--- src/rtl/litepcie_rc_pkg.sv ---
// Shared definitions for the requester-completion path: completion status
// codes, the 1024-dword length encoding and the tag manager state type.
package litepcie_rc_pkg;

  localparam logic [2:0]  CPL_STATUS_SC  = 3'd0;
  localparam logic [2:0]  CPL_STATUS_UR  = 3'd1;
  localparam logic [2:0]  CPL_STATUS_CRS = 3'd2;
  localparam logic [2:0]  CPL_STATUS_CA  = 3'd4;

  localparam logic [10:0] LEN_1024 = 11'd1024;

  typedef enum logic [0:0] {
    ST_INIT = 1'b0,
    ST_RUN  = 1'b1
  } tag_state_e;

  // A 10-bit PCIe length field of zero means 1024 dwords.
  function automatic logic [10:0] map_len(input logic [9:0] len);
    return (len == 10'd0) ? LEN_1024 : {1'b0, len};
  endfunction

  function automatic logic cpl_status_known(input logic [2:0] status);
    return (status == CPL_STATUS_SC) || (status == CPL_STATUS_UR) ||
           (status == CPL_STATUS_CRS) || (status == CPL_STATUS_CA);
  endfunction

endpackage

--- src/rtl/rc_tag_free_fifo.sv ---
// Free-tag FIFO: synchronous, registered occupancy count, head read
// straight from storage so a push is never visible in the same cycle.
module rc_tag_free_fifo #(
  parameter int DEPTH = 32,
  parameter int WIDTH = 5
) (
  input  logic             clk_i,
  input  logic             rst_i,
  input  logic             push_i,
  input  logic [WIDTH-1:0] push_data_i,
  input  logic             pop_i,
  output logic [WIDTH-1:0] head_o,
  output logic             empty_o
);

  localparam int AW = $clog2(DEPTH);

  logic [WIDTH-1:0] mem_q [DEPTH];
  logic [AW-1:0]    wr_ptr_q, wr_ptr_d;
  logic [AW-1:0]    rd_ptr_q, rd_ptr_d;
  logic [AW:0]      count_q, count_d;
  logic             full;
  logic             do_push;
  logic             do_pop;

  assign empty_o = (count_q == '0);
  assign full    = (count_q == (AW+1)'(DEPTH));
  assign do_pop  = pop_i && !empty_o;
  assign do_push = push_i && (!full || do_pop);
  assign head_o  = mem_q[rd_ptr_q];

  always_comb begin
    wr_ptr_d = wr_ptr_q;
    rd_ptr_d = rd_ptr_q;
    count_d  = count_q;
    if (do_push) wr_ptr_d = wr_ptr_q + 1'b1;
    if (do_pop)  rd_ptr_d = rd_ptr_q + 1'b1;
    case ({do_push, do_pop})
      2'b10:   count_d = count_q + 1'b1;
      2'b01:   count_d = count_q - 1'b1;
      default: count_d = count_q;
    endcase
  end

  always_ff @(posedge clk_i) begin
    if (rst_i) begin
      wr_ptr_q <= '0;
      rd_ptr_q <= '0;
      count_q  <= '0;
    end else begin
      wr_ptr_q <= wr_ptr_d;
      rd_ptr_q <= rd_ptr_d;
      count_q  <= count_d;
    end
  end

  always_ff @(posedge clk_i) begin
    if (do_push) mem_q[wr_ptr_q] <= push_data_i;
  end

endmodule

--- src/rtl/rc_tag_manager.sv ---
// Read-request tag manager: round-robin tag allocation to DMA read ports,
// per-tag owner/remaining-dword tracking and completion-driven release.
module rc_tag_manager
  import litepcie_rc_pkg::*;
#(
  parameter int NUM_TAGS   = 32,
  parameter int TAG_WIDTH  = $clog2(NUM_TAGS),
  parameter int NUM_PORTS  = 2,
  parameter int PORT_WIDTH = (NUM_PORTS > 1) ? $clog2(NUM_PORTS) : 1
) (
  input  logic                    user_clk,
  input  logic                    user_reset,
  input  logic [NUM_PORTS-1:0]    req_valid,
  input  logic [NUM_PORTS*10-1:0] req_len,
  output logic [NUM_PORTS-1:0]    req_ready,
  output logic [TAG_WIDTH-1:0]    req_tag,
  input  logic                    cpl_valid,
  input  logic [7:0]              cpl_tag,
  input  logic [9:0]              cpl_dwlen,
  input  logic [2:0]              cpl_status,
  output logic [PORT_WIDTH-1:0]   cpl_port,
  output logic                    cpl_hit,
  output logic                    done_valid,
  output logic [PORT_WIDTH-1:0]   done_port,
  output logic [TAG_WIDTH-1:0]    done_tag,
  output logic                    done_err,
  output logic                    unexp_cpl,
  output logic [TAG_WIDTH:0]      outstanding,
  output logic                    ready
);

  tag_state_e            state_q, state_d;
  logic [TAG_WIDTH-1:0]  init_cnt_q, init_cnt_d;
  logic [PORT_WIDTH-1:0] rr_last_q, rr_last_d;
  logic [NUM_TAGS-1:0]   busy_q, busy_d;
  logic [PORT_WIDTH-1:0] owner_q [NUM_TAGS];
  logic [10:0]           rem_q [NUM_TAGS];
  logic [TAG_WIDTH:0]    outstanding_q, outstanding_d;

  logic                  done_valid_q;
  logic [PORT_WIDTH-1:0] done_port_q;
  logic [TAG_WIDTH-1:0]  done_tag_q;
  logic                  done_err_q;
  logic                  unexp_q;

  logic                  fifo_push;
  logic                  fifo_pop;
  logic [TAG_WIDTH-1:0]  fifo_push_data;
  logic [TAG_WIDTH-1:0]  fifo_head;
  logic                  fifo_empty;

  logic [9:0]            port_len [NUM_PORTS];
  logic [PORT_WIDTH:0]   cand;
  logic [PORT_WIDTH-1:0] grant_idx;
  logic                  grant_found;
  logic                  grant_en;
  logic [10:0]           grant_len;

  logic [TAG_WIDTH-1:0]  cpl_idx;
  logic                  cpl_in_range;
  logic [10:0]           cpl_rem;
  logic [10:0]           cpl_len;
  logic [10:0]           cpl_new;
  logic                  cpl_under;
  logic                  cpl_err;
  logic                  rel_en;
  logic                  cpl_update;

  rc_tag_free_fifo #(
    .DEPTH (NUM_TAGS),
    .WIDTH (TAG_WIDTH)
  ) u_free_fifo (
    .clk_i       (user_clk),
    .rst_i       (user_reset),
    .push_i      (fifo_push),
    .push_data_i (fifo_push_data),
    .pop_i       (fifo_pop),
    .head_o      (fifo_head),
    .empty_o     (fifo_empty)
  );

  // Round-robin search starts one past the most recently granted port.
  always_comb begin
    grant_found = 1'b0;
    grant_idx   = '0;
    cand        = '0;
    for (int k = 1; k <= NUM_PORTS; k++) begin
      cand = {1'b0, rr_last_q} + (PORT_WIDTH+1)'(k);
      if (cand >= (PORT_WIDTH+1)'(NUM_PORTS)) cand = cand - (PORT_WIDTH+1)'(NUM_PORTS);
      if (!grant_found && req_valid[cand[PORT_WIDTH-1:0]]) begin
        grant_found = 1'b1;
        grant_idx   = cand[PORT_WIDTH-1:0];
      end
    end
  end

  always_comb begin
    for (int i = 0; i < NUM_PORTS; i++) begin
      port_len[i] = req_len[i*10 +: 10];
    end
  end

  assign grant_en  = (state_q == ST_RUN) && !fifo_empty && grant_found;
  assign grant_len = map_len(port_len[grant_idx]);
  assign req_tag   = fifo_head;
  assign fifo_pop  = grant_en;

  always_comb begin
    for (int i = 0; i < NUM_PORTS; i++) begin
      req_ready[i] = grant_en && (grant_idx == PORT_WIDTH'(i));
    end
  end

  // Underflow is judged before subtracting so the wrapped difference is ignored.
  assign cpl_idx      = cpl_tag[TAG_WIDTH-1:0];
  assign cpl_in_range = ((cpl_tag >> TAG_WIDTH) == 8'd0);
  assign cpl_hit      = cpl_in_range && busy_q[cpl_idx];
  assign cpl_port     = cpl_in_range ? owner_q[cpl_idx] : '0;
  assign cpl_rem      = rem_q[cpl_idx];
  assign cpl_len      = map_len(cpl_dwlen);
  assign cpl_under    = (cpl_len > cpl_rem);
  assign cpl_new      = cpl_rem - cpl_len;
  assign cpl_err      = (cpl_status != CPL_STATUS_SC) || cpl_under;
  assign rel_en       = cpl_valid && cpl_hit && (cpl_err || (cpl_new == 11'd0));
  assign cpl_update   = cpl_valid && cpl_hit && !rel_en;

  always_comb begin
    state_d        = state_q;
    init_cnt_d     = init_cnt_q;
    rr_last_d      = rr_last_q;
    busy_d         = busy_q;
    outstanding_d  = outstanding_q;
    fifo_push      = 1'b0;
    fifo_push_data = cpl_idx;

    case (state_q)
      ST_INIT: begin
        fifo_push      = 1'b1;
        fifo_push_data = init_cnt_q;
        init_cnt_d     = init_cnt_q + 1'b1;
        if (init_cnt_q == TAG_WIDTH'(NUM_TAGS - 1)) state_d = ST_RUN;
      end
      ST_RUN:  state_d = ST_RUN;
      default: state_d = ST_INIT;
    endcase

    if (grant_en) begin
      busy_d[fifo_head] = 1'b1;
      rr_last_d         = grant_idx;
    end

    if (rel_en) begin
      busy_d[cpl_idx] = 1'b0;
      fifo_push       = 1'b1;
      fifo_push_data  = cpl_idx;
    end

    case ({grant_en, rel_en})
      2'b10:   outstanding_d = outstanding_q + 1'b1;
      2'b01:   outstanding_d = outstanding_q - 1'b1;
      default: outstanding_d = outstanding_q;
    endcase
  end

  always_ff @(posedge user_clk) begin
    if (user_reset) begin
      state_q       <= ST_INIT;
      init_cnt_q    <= '0;
      rr_last_q     <= PORT_WIDTH'(NUM_PORTS - 1);
      busy_q        <= '0;
      outstanding_q <= '0;
      done_valid_q  <= 1'b0;
      done_port_q   <= '0;
      done_tag_q    <= '0;
      done_err_q    <= 1'b0;
      unexp_q       <= 1'b0;
    end else begin
      state_q       <= state_d;
      init_cnt_q    <= init_cnt_d;
      rr_last_q     <= rr_last_d;
      busy_q        <= busy_d;
      outstanding_q <= outstanding_d;
      done_valid_q  <= rel_en;
      unexp_q       <= cpl_valid && !cpl_hit;
      if (rel_en) begin
        done_port_q <= owner_q[cpl_idx];
        done_tag_q  <= cpl_idx;
        done_err_q  <= cpl_err;
      end
    end
  end

  // Table contents are qualified by busy, so they need no reset.
  always_ff @(posedge user_clk) begin
    if (grant_en) begin
      owner_q[fifo_head] <= grant_idx;
      rem_q[fifo_head]   <= grant_len;
    end
    if (cpl_update) rem_q[cpl_idx] <= cpl_new;
  end

  assign done_valid  = done_valid_q;
  assign done_port   = done_port_q;
  assign done_tag    = done_tag_q;
  assign done_err    = done_err_q;
  assign unexp_cpl   = unexp_q;
  assign outstanding = outstanding_q;
  assign ready       = (state_q == ST_RUN);

endmodule

--- config.mk ---
export PLATFORM = sky130hd
export DESIGN_NAME = rc_tag_manager
export DESIGN_NICKNAME = d
export VERILOG_FILES = /design/src/rtl/litepcie_rc_pkg.sv /design/src/rtl/rc_tag_free_fifo.sv /design/src/rtl/rc_tag_manager.sv
export SDC_FILE = /design/constraint.sdc
export NUM_CORES = 1
export LEC_CHECK = 0
export CORE_MARGIN = 2
export CORE_UTILIZATION = 55
export DETAILED_ROUTE_END_ITERATION = 10
export GPL_ROUTABILITY_DRIVEN = 0
export PLACE_DENSITY = 0.8
export REMOVE_ABC_BUFFERS = 1
export SLEW_MARGIN = 0
export SYNTH_ARGS = -nofsm -noshare
export SYNTH_HDL_FRONTEND = slang
export SYNTH_HIERARCHICAL = 1
export SYNTH_SLANG_ARGS = --single-unit
--- constraint.sdc ---
create_clock -name user_clk -period 8.2 [get_ports user_clk]
set_input_delay 1.23 -clock user_clk [delete_from_list [all_inputs] [get_ports user_clk]]
set_output_delay 1.23 -clock user_clk [all_outputs]
set_load 0.02 [all_outputs]
==> impl_metrics.tcl, run 1 <==
set metrics [dict create \
    syn_avg_cell_area_um2 13.2 \
    net-switching-power_w 0.00201 \
    first_global_vias 21086 \
    grt_pass1_wl_um 134000 \
    cellPowerDensity_mw_per_mm2 215 \
    timing_worst_setup_path_type "in2reg" \
    biggest_cell_delay_along_the_critical_path_ns 0.85 \
    detailedPlacementHpwl_um 57000 \
    io_pins 71 \
    worst_setup_path_startpoint "cpl_tag[2]" \
    cts_sinks 619 \
    clk_pin_slew_ns 0.06 \
    layout_setup_ws_ns 0.895 \
    grtUsageMet3_pct 8.51 \
    cts-hold-fix-buffers 0 \
    dieArea_mm2 0.0587 \
    critical_path.cell_chain "clkdlybuf4s50_1 -> nor3_2 -> buf_4 -> a22oi_1 -> and3_1 -> ha_1 -> fa_1 -> nor2b_1 -> o2111ai_1 -> nand4_1 -> nand3_1 -> a2111oi_4 -> a21oi_2 -> o21ai_0 -> inv_1 -> or2b_4 -> inv_2 -> ha_1 -> and3_1 -> a2111o_1 -> o31ai_1 -> a21oi_1 -> a31oi_1" \
    wire_length_per_cell_after_detailed_routing_um 28.6 \
    hold_viol 0 \
    met1_usage_pct 40.1 \
    drc_errors 0 \
    start_util_pct 55.5 \
    num-nets-final 2411 \
    final-setup-viol-count 0 \
    drt_first_iter_violations 3358 \
    finalCoreUtilization_pct 61.0 \
    synth_flop_cell "sky130_fd_sc_hd__edfxtp_1" \
    ant_nets 0 \
    fin_cells 3143 \
    worst_skew_pair.late_latency_ns 0.67 \
    placement_rows 87 \
    worst_slew_margin_relative_to_its_limit_pct 13.2 \
    pwr-share-clk_pct 39.0 \
    yosysWarnings 6 \
    drive_above_1_share_pct 18.8 \
    critPathCapture "u_free_fifo/count_q[5]" \
    placement.io_buffers 70 \
    drv.max_cap_violation_count 0 \
    synth_sequential_area_ratio_pct 57.1 \
    cts_resized 0 \
    timing.final.crit_period_ns 7.31 \
    timing.final.max_slew_violations 0 \
    worstMarginPinSlew_ns 1.30 \
    internal-power_w 0.00539 \
    die_w_um 242 \
    hp-class "reg2reg" \
    placeable_core_region_mm2 0.0563 \
    r2r_setup_slack_ns 2.01 \
    rr_startpoint "rem_q[2][1]" \
    synth.ff_latch_count 619 \
    total_leakage_power_nw 11.0 \
    post-route-period-util_pct 89.1 \
    post_synth_inst_count 2366 \
    cts-htree-levels 2 \
    grt_setup_unrepaired "false" \
    dpl_worst_slack_ns 0.451 \
    overflow 0 \
    power_w 0.00740 \
    detail_route.first_pass.iterations 6 \
    power.sequential.fraction_pct 46.9 \
    cts_tree "yes" \
    cpMaxStageDelayCell "sky130_fd_sc_hd__clkdlybuf4s50_1" \
    regToRegEndpoint "u_free_fifo/count_q[5]" \
    globalRoute.busiestLayer "met2" \
    synthesis.area_mm2 0.0312 \
    critical_path_source_type "input pin" \
    cp_capture_type "flop" \
    worst-path-max-fanout 18 \
    run_status "complete, no violations" \
    async_set_reset_flop_share_out_of_synthesis_pct 0 \
    sw_frac_of_total_pct 27.1 \
    dr_vias 21622 \
    synth-edff-count 544 \
    dpl.cell_count 3028 \
    syn_to_final_growth_pct 9.97 \
    grt_use_met2_pct 46.3 \
    critPathArrivalTime_ns 7.89 \
    antenna_found_initial 0 \
    rr_worst_depth 21 \
    dieHeight_um 242 \
    clockBufferDepth 3 \
    vias_per_cell 6.88 \
    cts_setup_buffers 0 \
    cts_made_buffers 61 \
    insertedDiodeCount 0 \
    share_comb_of_total_power_pct 14.1 \
    routed_wl_um 89800 \
    peakVddDrop_uv 283 \
    skew_ns 0.0477 \
    synth_cell_type_count 78 \
    clock-root-buffer "sky130_fd_sc_hd__clkbuf_16" \
    critical_path_required_ns 8.79 \
    gr-usage-all-layers_pct 30.4 \
    fmax_mhz 137 \
    grt_start_max_net_pins 80 \
]
logic make-up (layout without fill, tap and decap cells):
| logic type | after synthesis | count (layout) | synth area share (%) |
|---|---|---|---|
| AND/OR/NAND/NOR | 681 | 681 | 11.4 |
| AO/OA/AOI/OAI | 527 | 527 | 12.0 |
| XOR/XNOR | 26 | 26 | 0.729 |
| multiplexers | 229 | 229 | 13.3 |
| flip-flops | 619 | 619 | 57.1 |
| adder cells (fa/ha/maj) | 30 | 30 | 1.27 |
| buffers and inverters | 254 | 275 | 4.28 |
placed cells by master, fill, tap and decap left out, drive strengths merged, types with 15 or more instances in the layout:
cell             n
a211oi          37
a2111oi         33
mux2i           63
inv             37
nor2           455
nand2           52
nand3           15
o21ai           21
mux4           146
nor4            40
ha              27
buf             57
clkdlybuf4s50   67
edfxtp         544
dfxtp           75
or2             27
clkinv          25
nand4           15
mux2            20
clkbuf          77
a22oi           40
a21oi          339
final cells by class:
class                           instances  area (um^2)
Tap cell                              756          946
Clock buffer                           77         1630
Multi-Input combinational cell       1493        12200
Timing Repair Buffer                  124         1120
Fill cell                            4067        21900
Sequential cell                       619        17800
Clock inverter                         38          450
Inverter                               36          135
how the worst min path moves through the flow:
stage	from	end	slack [ns]	cells past startpoint
floorplan	rr_last_q	rr_last_q	0.44	1
global placement	done_tag[3]	done_tag[3]	0.47	2
detailed placement	done_tag[2]	done_tag[2]	0.48	2
CTS	outstanding[5]	outstanding[5]	0.49	2
global route	done_tag[3]	done_tag[3]	0.51	2
finish	done_tag[3]	done_tag[3]	0.49	2
flip-flops by register name, indices dropped and copies added, names as in the netlist, 5 cells and up, named ones only:
name / count
done_tag: 5
init_cnt_q: 5
busy_q: 32
u_free_fifo/mem_q: 160
u_free_fifo/wr_ptr_q: 5
rem_q: 352
u_free_fifo/count_q: 6
owner_q: 32
outstanding: 6
u_free_fifo/rd_ptr_q: 5
Yosys cell counts, drive strengths merged, types with 37 or more instances:
cell    instances  share of area, %
nand2          52              0.63
edfxtp        544                52
a211oi         37              0.89
nor2          455               5.5
dfxtp          75               4.8
mux2i          63               2.0
clkbuf        109               1.3
nor4           40               2.3
buf           109               2.5
a21oi         339               5.4
a22oi          40              0.96
mux4          146                11
through the flow:
step                      setup TNS, ns  hold WS (ns)  area (um^2)
after global placement                0         0.472        32300
after CTS                             0         0.492        34300
after floorplan                -2215.04         0.436        30000
after detailed placement              0         0.476        32300
final                                 0         0.491        34300
after global routing                  0         0.506        34300
power groups by stage:
stage | Sequential [W] | Clock (W) | Combinational (W)
CTS | 0.00347 | 0.00288 | 0.00100
floorplan | 0.00353 | 0 | 0.000570
finish | 0.00347 | 0.00288 | 0.00105
global placement | 0.00353 | 0 | 0.000951
detailed placement | 0.00353 | 0 | 0.000989
global route | 0.00347 | 0.00300 | 0.00109
metal layers:
| layer | part of all wire (%) | vias up |
|---|---|---|
| li1 | - | 8930 |
| met1 | 35 | 10563 |
| met2 | 45 | 1813 |
| met3 | 14 | 316 |
| met4 | 6.1 | 0 |
| met5 | 0 | - |
worst max-delay path, delay by kind of cell:
family	cells	cell delay, ns
adder cells (fa/ha/maj)	3	1.07
AO/OA/AOI/OAI	9	2.28
AND/OR/NAND/NOR	7	1.87
buffers and inverters	4	1.41
Note: power is estimated with default switching activity, not from simulation.
==> inputs of run 2 (changes only) <==
- ABC_CLOCK_PERIOD_IN_PS: unset -> 8200
- CTS_BUF_LIST: unset -> sky130_fd_sc_hd__clkbuf_4 sky130_fd_sc_hd__clkbuf_8
==> impl_metrics.tcl, run 2 (same netlist as run 1, synthesis figures left out) <==
set metrics [dict create \
    run_status "complete, no violations" \
    peakVddDrop_uv 234 \
    placement_rows 87 \
    cts-htree-levels 3 \
    fin_cells 3210 \
    dieHeight_um 242 \
    vias_per_cell 6.75 \
    whs_path_depth 2 \
    fillCellCount 4060 \
    final-setup-viol-count 0 \
    start_util_pct 55.5 \
    rr_worst_depth 21 \
    cellPowerDensity_mw_per_mm2 214 \
    rr_startpoint "rem_q[2][1]" \
    grt_pass1_wl_um 133000 \
    skew_ns 0.0545 \
    power_w 0.00735 \
    cts_sinks 619 \
    critical_path_required_ns 8.86 \
    timing.final.crit_period_ns 7.20 \
    cts_tree "yes" \
    gr-usage-all-layers_pct 30.1 \
    layout.cells.most_common_list "sky130_fd_sc_hd__edfxtp_1, sky130_fd_sc_hd__nor2_1, sky130_fd_sc_hd__a21oi_1, sky130_fd_sc_hd__mux4_2, sky130_fd_sc_hd__clkbuf_8" \
    clk_pin_slew_ns 0.07 \
    critical_path_source_type "input pin" \
    num-nets-final 2448 \
    totalNegativeSetupSlack_ns 0 \
    timing.hold.ws_ns 0.492 \
    dpl.cell_count 3028 \
    regMostFlops "rem_q" \
    min-delay-start "outstanding[5]" \
    worst_setup_path_startpoint "cpl_tag[3]" \
    routed_wl_um 88900 \
    critPathArrivalTime_ns 7.86 \
    clockBufferDepth 3 \
    dr_vias 21655 \
    drv.max_cap_violation_count 0 \
    wire_length_per_cell_after_detailed_routing_um 27.7 \
    drt_first_iter_violations 3381 \
    postLayoutCellArea_mm2 0.0344 \
    syn_to_final_growth_pct 10.1 \
    worst_skew_pair.late_latency_ns 0.75 \
    first_global_vias 21362 \
    grt_start_max_net_pins 80 \
    mostFrequentLayoutCell "sky130_fd_sc_hd__edfxtp_1" \
    placement.io_buffers 70 \
    largest_register_ffs 352 \
    drc_errors 0 \
    dieArea_mm2 0.0587 \
    worst_slew_margin_relative_to_its_limit_pct 12.3 \
    placeable_core_region_mm2 0.0563 \
    cpMaxStageDelayCell "sky130_fd_sc_hd__clkdlybuf4s50_1" \
    cts-hold-fix-buffers 0 \
    timing_worst_setup_path_type "in2reg" \
    hold_viol 0 \
    post-route-period-util_pct 87.8 \
    critical_path.cell_chain "clkdlybuf4s50_1 -> and3b_1 -> buf_4 -> a22o_1 -> nor4_1 -> inv_1 -> ha_1 -> nand2b_1 -> a21oi_1 -> a2111oi_2 -> a311oi_4 -> and4_4 -> a21oi_2 -> o21ai_0 -> inv_1 -> or2b_4 -> inv_2 -> ha_1 -> and3_1 -> a2111o_1 -> o31ai_1 -> a21oi_1 -> a31oi_1" \
    biggest_cell_delay_along_the_critical_path_ns 0.86 \
    timing.final.max_slew_violations 0 \
    detail_route.first_pass.iterations 8 \
    hp-class "reg2reg" \
    ant_nets 0 \
    clock-root-buffer "sky130_fd_sc_hd__clkbuf_8" \
    worstMarginPinSlew_ns 1.31 \
    detailedPlacementHpwl_um 57000 \
    die_w_um 242 \
    antenna_found_initial 2 \
    largest_registers "rem_q: 352 flops, u_free_fifo/mem_q: 160 flops" \
    placement.cell_area_mm2 0.0323 \
    cts_resized 0 \
    total_leakage_power_nw 11.2 \
    grt_setup_unrepaired "false" \
    drive_above_1_share_pct 21.3 \
    overflow 0 \
    cts_made_buffers 98 \
    cp_capture_type "flop" \
    fmax_mhz 139 \
    cts_setup_buffers 0 \
    io_pins 71 \
    worst-path-max-fanout 18 \
]
## run 2: final timing paths
kind                            end  slack [ns]
min                  outstanding[5]        0.49
max          u_free_fifo/count_q[5]        1.00
max reg2reg  u_free_fifo/count_q[5]        2.08
min reg2reg          outstanding[5]        0.49
## run 2: through the flow
stage / util (%) / worst slack (ns)
floorplan: - / -3.12
finish: 61.1 / 1.00
global route: 61.1 / 0.776
global placement: 57.3 / 0.572
detailed placement: 57.3 / 0.451
CTS: 61.1 / 1.22
## run 2: report_power, final
part | leakage [nW] | switching [W] | total [W] | internal, W
logic | 4.56 | 0.000741 | 0.00104 | 0.000298
clock network | 1.12 | 0.00128 | 0.00284 | 0.00156
registers | 5.48 | 0.0000128 | 0.00347 | 0.00346
total | 11.2 | 0.00203 | 0.00735 | 0.00532
## run 2: worst max-delay path, delay by kind of cell
kind                       cells  cell delay (ns)
buffers and inverters          5             1.38
AOI/OAI and AO/OA             10             2.75
and+or+nand+nor                6             1.83
adders and majority gates      2             0.66
## run 2: cell type report
cell class	instances	area [um^2]	area share (%)
flip-flops and latches	619	17800	51.9
multi-input cells	1493	12200	35.5
clock buffers	148	1780	5.18
repair buffers	124	1120	3.27
well taps	756	946	2.75
clock inverters	33	342	0.993
inverters	36	135	0.393
diodes	1	2.50	0.00728
## run 2: routing by layer
| layer | part of all wire (%) | up-vias | GRT usage, % |
|---|---|---|---|
| met1 | 35 | 10543 | 38.9 |
| met4 | 5.8 | 0 | 16.4 |
| met2 | 45 | 1767 | 45.6 |
| met5 | 0 | - | 0 |
| met3 | 14 | 321 | 9.39 |
| li1 | - | 9024 | - |
